`src/rtl/oflow_cr_score_board.sv`:
```
// Conflict-resolve score board: collects PE entries for a frame, launches and serves the CR FSM,
// then streams the resolved {id,score,fallback} entries row-major and clears itself.
module oflow_cr_score_board #(
  parameter  int NUM_PE    = 8,
  parameter  int NUM_ROWS  = 4,
  parameter  int SCORE_LEN = 16,
  parameter  int ID_LEN    = 12,
  localparam int ROW_LEN   = $clog2(NUM_ROWS + 1),
  localparam int PE_LEN    = $clog2(NUM_PE + 1)
) (
  input  logic                 clk,
  input  logic                 reset_N,
  input  logic                 wr_en,
  input  logic [ROW_LEN-1:0]   wr_row,
  input  logic [PE_LEN-1:0]    wr_pe,
  input  logic [SCORE_LEN-1:0] wr_score,
  input  logic [ID_LEN-1:0]    wr_id,
  output logic                 wr_ready,
  input  logic                 frame_done,
  output logic                 start_cr,
  input  logic                 done_cr,
  input  logic                 conflict_counter_th,
  input  logic [ROW_LEN-1:0]   row_sel,
  input  logic [PE_LEN-1:0]    pe_sel,
  output logic [SCORE_LEN-1:0] score_to_cr,
  output logic [ID_LEN-1:0]    id_to_cr,
  input  logic [ROW_LEN-1:0]   row_to_change,
  input  logic [PE_LEN-1:0]    pe_to_change,
  input  logic                 data_to_score_board,
  input  logic                 write_to_pointer,
  output logic                 res_valid,
  input  logic                 res_ready,
  output logic [ID_LEN-1:0]    res_id,
  output logic [SCORE_LEN-1:0] res_score,
  output logic                 res_fallback,
  output logic                 res_last,
  output logic                 cr_overflow
);

  localparam int TOTAL    = NUM_ROWS * NUM_PE;
  localparam int BEAT_LEN = $clog2(TOTAL);

  typedef enum logic [1:0] {COLLECT_ST, START_ST, WAIT_ST, RESULT_ST} state_t;

  state_t state, next_state;

  // Slots are stored flat, indexed row*NUM_PE+pe, so the result stream is a simple counter.
  logic [SCORE_LEN-1:0] score_mem [TOTAL];
  logic [ID_LEN-1:0]    id_mem    [TOTAL];
  logic                 fb_mem    [TOTAL];

  logic [BEAT_LEN-1:0]  beat;
  logic [BEAT_LEN-1:0]  next_beat;
  logic                 last_beat;
  logic                 wr_hit, ptr_hit, rd_hit, stream_done;
  logic [BEAT_LEN-1:0]  wr_idx, ptr_idx, rd_idx;

  function automatic logic [BEAT_LEN-1:0] slot_idx(input logic [ROW_LEN-1:0] row,
                                                   input logic [PE_LEN-1:0]  pe);
    return BEAT_LEN'(int'(row) * NUM_PE + int'(pe));
  endfunction

  function automatic logic in_range(input logic [ROW_LEN-1:0] row, input logic [PE_LEN-1:0] pe);
    return (row < ROW_LEN'(NUM_ROWS)) && (pe < PE_LEN'(NUM_PE));
  endfunction

  assign wr_idx      = slot_idx(wr_row, wr_pe);
  assign ptr_idx     = slot_idx(row_to_change, pe_to_change);
  assign rd_idx      = slot_idx(row_sel, pe_sel);
  assign wr_hit      = wr_en && (state == COLLECT_ST) && in_range(wr_row, wr_pe);
  assign ptr_hit     = write_to_pointer && (state == WAIT_ST) && in_range(row_to_change, pe_to_change);
  assign rd_hit      = in_range(row_sel, pe_sel);
  assign next_beat   = beat + BEAT_LEN'(1);
  assign last_beat   = (beat == BEAT_LEN'(TOTAL - 1));
  assign stream_done = (state == RESULT_ST) && res_ready && last_beat;

  // Out-of-range selects return 0/0, which the CR treats as end of data.
  assign score_to_cr = rd_hit ? score_mem[rd_idx] : '0;
  assign id_to_cr    = rd_hit ? id_mem[rd_idx]    : '0;

  assign start_cr = (state == START_ST);
  assign wr_ready = (state == COLLECT_ST);

  // NOTE: sequential state uses non-blocking assignments so every register samples pre-edge values.
  always_ff @(posedge clk or negedge reset_N) begin
    if (!reset_N) state <= COLLECT_ST;
    else          state <= next_state;
  end

  // NOTE: next_state gets its default before the case so no path leaves it unassigned (no latch).
  always_comb begin
    next_state = state;
    unique case (state)
      COLLECT_ST: if (frame_done) next_state = START_ST;
      START_ST:   next_state = WAIT_ST;
      WAIT_ST:    if (done_cr) next_state = RESULT_ST;
      RESULT_ST:  if (stream_done) next_state = COLLECT_ST;
      default:    next_state = COLLECT_ST;
    endcase
  end

  // NOTE: the slot array is reset because id 0 marks an empty slot; stale ids would leak into the next frame.
  always_ff @(posedge clk or negedge reset_N) begin
    if (!reset_N) begin
      for (int i = 0; i < TOTAL; i++) begin
        score_mem[i] <= '0;
        id_mem[i]    <= '0;
        fb_mem[i]    <= 1'b0;
      end
    end else if (stream_done) begin
      for (int i = 0; i < TOTAL; i++) begin
        score_mem[i] <= '0;
        id_mem[i]    <= '0;
        fb_mem[i]    <= 1'b0;
      end
    end else begin
      if (wr_hit) begin
        score_mem[wr_idx] <= wr_score;
        id_mem[wr_idx]    <= wr_id;
        fb_mem[wr_idx]    <= 1'b0;
      end
      if (ptr_hit) fb_mem[ptr_idx] <= data_to_score_board;
    end
  end

  // Result stream: beat 0 is loaded as done_cr is accepted; later beats load on each handshake.
  always_ff @(posedge clk or negedge reset_N) begin
    if (!reset_N) begin
      res_valid    <= 1'b0;
      res_last     <= 1'b0;
      res_id       <= '0;
      res_score    <= '0;
      res_fallback <= 1'b0;
      beat         <= '0;
      cr_overflow  <= 1'b0;
    end else begin
      unique case (state)
        START_ST: cr_overflow <= 1'b0;
        WAIT_ST: begin
          if (done_cr) begin
            cr_overflow  <= conflict_counter_th;
            res_valid    <= 1'b1;
            res_last     <= 1'b0;
            beat         <= '0;
            res_id       <= id_mem[0];
            res_score    <= score_mem[0];
            // A pointer write landing together with done_cr must still reach beat 0.
            res_fallback <= (ptr_hit && ptr_idx == '0) ? data_to_score_board : fb_mem[0];
          end
        end
        RESULT_ST: begin
          if (res_ready) begin
            if (last_beat) begin
              res_valid <= 1'b0;
              res_last  <= 1'b0;
              beat      <= '0;
            end else begin
              beat         <= next_beat;
              res_id       <= id_mem[next_beat];
              res_score    <= score_mem[next_beat];
              res_fallback <= fb_mem[next_beat];
              res_last     <= (next_beat == BEAT_LEN'(TOTAL - 1));
            end
          end
        end
        default: ;
      endcase
    end
  end

endmodule
```
`config.mk`:
```
export PLATFORM = sky130hd
export DESIGN_NAME = oflow_cr_score_board
export DESIGN_NICKNAME = d
export VERILOG_FILES = /design/src/rtl/oflow_cr_score_board.sv
export SDC_FILE = /design/constraint.sdc
export NUM_CORES = 2
export LEC_CHECK = 0
export ABC_CLOCK_PERIOD_IN_PS = 4000
export CAP_MARGIN = 0
export CORE_ASPECT_RATIO = 1.1
export CORE_MARGIN = 2
export CORE_UTILIZATION = 60
export CTS_CLUSTER_DIAMETER = 100
export CTS_CLUSTER_SIZE = 10
export DETAILED_ROUTE_END_ITERATION = 7
export PLACE_DENSITY = 0.77
export SLEW_MARGIN = 0
export SYNTH_ARGS = -nofsm -noshare
export SYNTH_HDL_FRONTEND = slang
export SYNTH_SLANG_ARGS = --single-unit
```
`constraint.sdc`:
```
create_clock -name clk -period 4 [get_ports clk]
set_clock_uncertainty 0.05 [all_clocks]
set_input_delay 0.8 -clock clk [delete_from_list [all_inputs] [get_ports clk]]
set_output_delay 0.8 -clock clk [all_outputs]
set_load 0.03 [all_outputs]
```
==> results.ini <==
[detailed_routing]
wl_per_cell_um = 29.8
drt_iter0_markers = 8403
vias_per_cell = 7.26
dr.pass1.iters = 8
vias = 49400
drt-total-wl_mm = 203
drcViolationCount = 2
antenna_left = 0

[synthesis]
synth_area_leaders = dfrtp_1 (45%), mux4_2 (19%), nand2_1 (15%), a21oi_1 (8.6%), clkbuf_1 (2.4%)
synth_cells = 5649
ys_types = 57
synth_seq_cells = 967
syn_area_um2 = 54000
synth_edf_count = 0
yosysTopAreaCell = dfrtp_1
synth_seq_area_share_pct = 44.8
yosys_warnings = 0
syn_avg_cell_area_um2 = 9.56
synth_top_flop_cell = dfrtp_1
synth_fp_nets = 5717
synth_top_area_share_pct = 44.8
synthArstFlopShare_pct = 100

[clock_tree]
hold_buffers = 0
cts_inserted_buffers = 106
worstSkewPairLatency_ps = 700
cts.sinks = 967
clock_path_buffers = 3
path_clk_slew_ps = 50
cts_root_buffer = clkbuf_16
cts_tree = yes
htree_levels = 3

[timing]
final-hold-violation-count = 0
slew_violations = 0
relSlewSlack_pct = 22.3
finalSetupViolCount = 2
fin_ws_ps = -11.2
period_needed_ps = 4010
fin_hold_ws_ps = 65.4
worstMarginPinSlew_ps = 1160
timing.final.crit_share_pct = 100
clock.fmax_mhz = 249

[flow_run]
maxCapViolCount = 0

[floorplan]
die_h_um = 319
die_area_um2 = 92400
dieWidth_um = 290
start_util_pct = 60.4
rows = 115
io-pin-count = 120
core_um2 = 89400

[place]
place_area_um2 = 57600
dp_hpwl_mm = 129
gp_congestion = 1.02
port-buffer-count = 119

[worst_setup_path]
crit_path_start_kind = primary input
worst_ep_arrival_time_ps = 3160
r2r_setup_slack_ps = 390
cp_max_fo = 11
worst_ep_required_time_ps = 3150
rr_startpoint = beat[0]
end_kind = primary output
worstSetupPathType = primary input to primary output
reg2reg_depth = 7
r2r-end = res_id[10]

[final_layout]
drive_above_1_share_pct = 17.7
area_growth_syn_to_layout_pct = 12.1
fin_area_um2 = 60500
fill_cells = 6531
final_nets = 5691

[global_routing]
grt_max_degree = 117
antenna_found_initial = 12
grt.overflow.total = 0
grt_pass1_wl_mm = 305
grt_use_total_pct = 44.0
grt_pass1_vias = 48800

[status]
violations = design-rule violations, negative setup slack
status = finished with violations

[pwr]
power.density_nw_per_um2 = 454
power.leakage_nw = 24.7
max-vdd-ir-drop_uv = 386

[hold_path]
hold_path_class = primary input to asynchronous set/reset pin

## report_power, final
group	internal (mW)	switching, mW	total (mW)	leakage (nW)
clock network	4.67	3.90	8.57	1.34
registers	10.7	0.811	11.5	13.4
logic	3.00	4.38	7.38	10.0
## cell usage in the layout, fill, tap and decap left out, types with 82 or more instances in the layout
cell type,n
nand2_1,2126
dfrtp_1,966
a21oi_1,924
mux4_2,457
buf_4,239
nand4_1,126
clkbuf_16,108
clkdlybuf4s50_1,85
buf_12,84
mux2i_1,82
## layout make-up
type	instances	area [um2]	area share, %
Antenna cell	8	20.0	0.0331
Clock buffer	108	2680	4.43
Clock inverter	3	37.5	0.0621
Inverter	10	37.5	0.0621
Multi-Input combinational cell	4121	27600	45.6
Sequential cell	967	24200	40.0
Tap cell	1170	1460	2.42
Timing Repair Buffer	417	4450	7.36
## metal layers
metal | track usage (%) | vias to the layer above | share of wire (%)
li1 | - | 19500 | -
met3 | 20.4 | 1068 | 18
met1 | 55.7 | 24200 | 33
met5 | 1.40 | - | 0.12
met4 | 26.9 | 14 | 7.1
met2 | 61.6 | 4583 | 42
## cells in the mapped netlist (30+ instances only)
| master | instances |
|---|---|
| nand2_1 | 2128 |
| dfrtp_1 | 967 |
| a21oi_1 | 924 |
| mux4_2 | 457 |
| clkbuf_1 | 339 |
| buf_2 | 170 |
| nand4_1 | 126 |
| mux2i_1 | 86 |
| nand3_1 | 51 |
| nor3_1 | 37 |
| o21ai_0 | 36 |
| nor2_1 | 31 |
| mux2_2 | 30 |
## how the worst max path moves through the flow
stage | from | end | slack [ps] | cells after the start
after global routing | pe_sel[3] | score_to_cr[7] | -20 | 11
final | pe_sel[3] | score_to_cr[11] | -10 | 10
after detailed placement | pe_sel[3] | id_to_cr[11] | -170 | 8
after global placement | pe_sel[3] | id_to_cr[11] | -160 | 8
after floorplan | row_sel[0] | id_to_cr[0] | 290 | 8
after CTS | pe_sel[3] | score_to_cr[15] | 10 | 8
## timing repair
action                     in CTS  in global routing
hold endpoints to repair        0                  0
buffers inserted                0                  6
resized for setup               5                  9
pin swaps                       0                  1
setup endpoints to repair       5                 13
cloned                          0                  1
## registers in the layout (all words and copies together) (netlist names), 2 cells and up
register	count
state	2
res_id	12
score_mem	512
id_mem	384
fb_mem	32
res_score	16
beat	5
## critical path, stage by stage
cell and delay, ps:
clkdlybuf4s50_1 470, ha_4 310, buf_12 150, buf_4 270, mux2i_1 120, buf_4 170, a22o_1 180, nor3_1 340
buf_4 190, buf_4 150
## metrics by stage
step           util (%)  cells  total power, mW  setup TNS (ps)  setup slack, ps
2_1_floorplan         -   5649             15.9               0              289
3_3_place_gp       64.5   6678             18.5            -156             -156
3_5_place_dp       64.5   6678             18.7            -242             -171
4_1_cts            67.5   6789             27.1               0             13.2
5_1_grt            67.7   6801             28.1           -44.3            -19.6
6_report           67.7   6804             27.4           -19.0            -11.2
## logic make-up (layout without fill, tap and decap cells)
logic type | after synthesis | in the layout | share of synthesized area, %
flops | 967 | 967 | 44.8
mux | 573 | 573 | 21.3
simple gates | 2479 | 2479 | 18.8
buf+inv | 561 | 538 | 4.39
other cells | 0 | 8 | 0
fa+ha+maj | 10 | 10 | 0.232
xor+xnor | 10 | 10 | 0.204
compound gates | 1049 | 1049 | 10.3
Power figures use the tool's default switching activity.
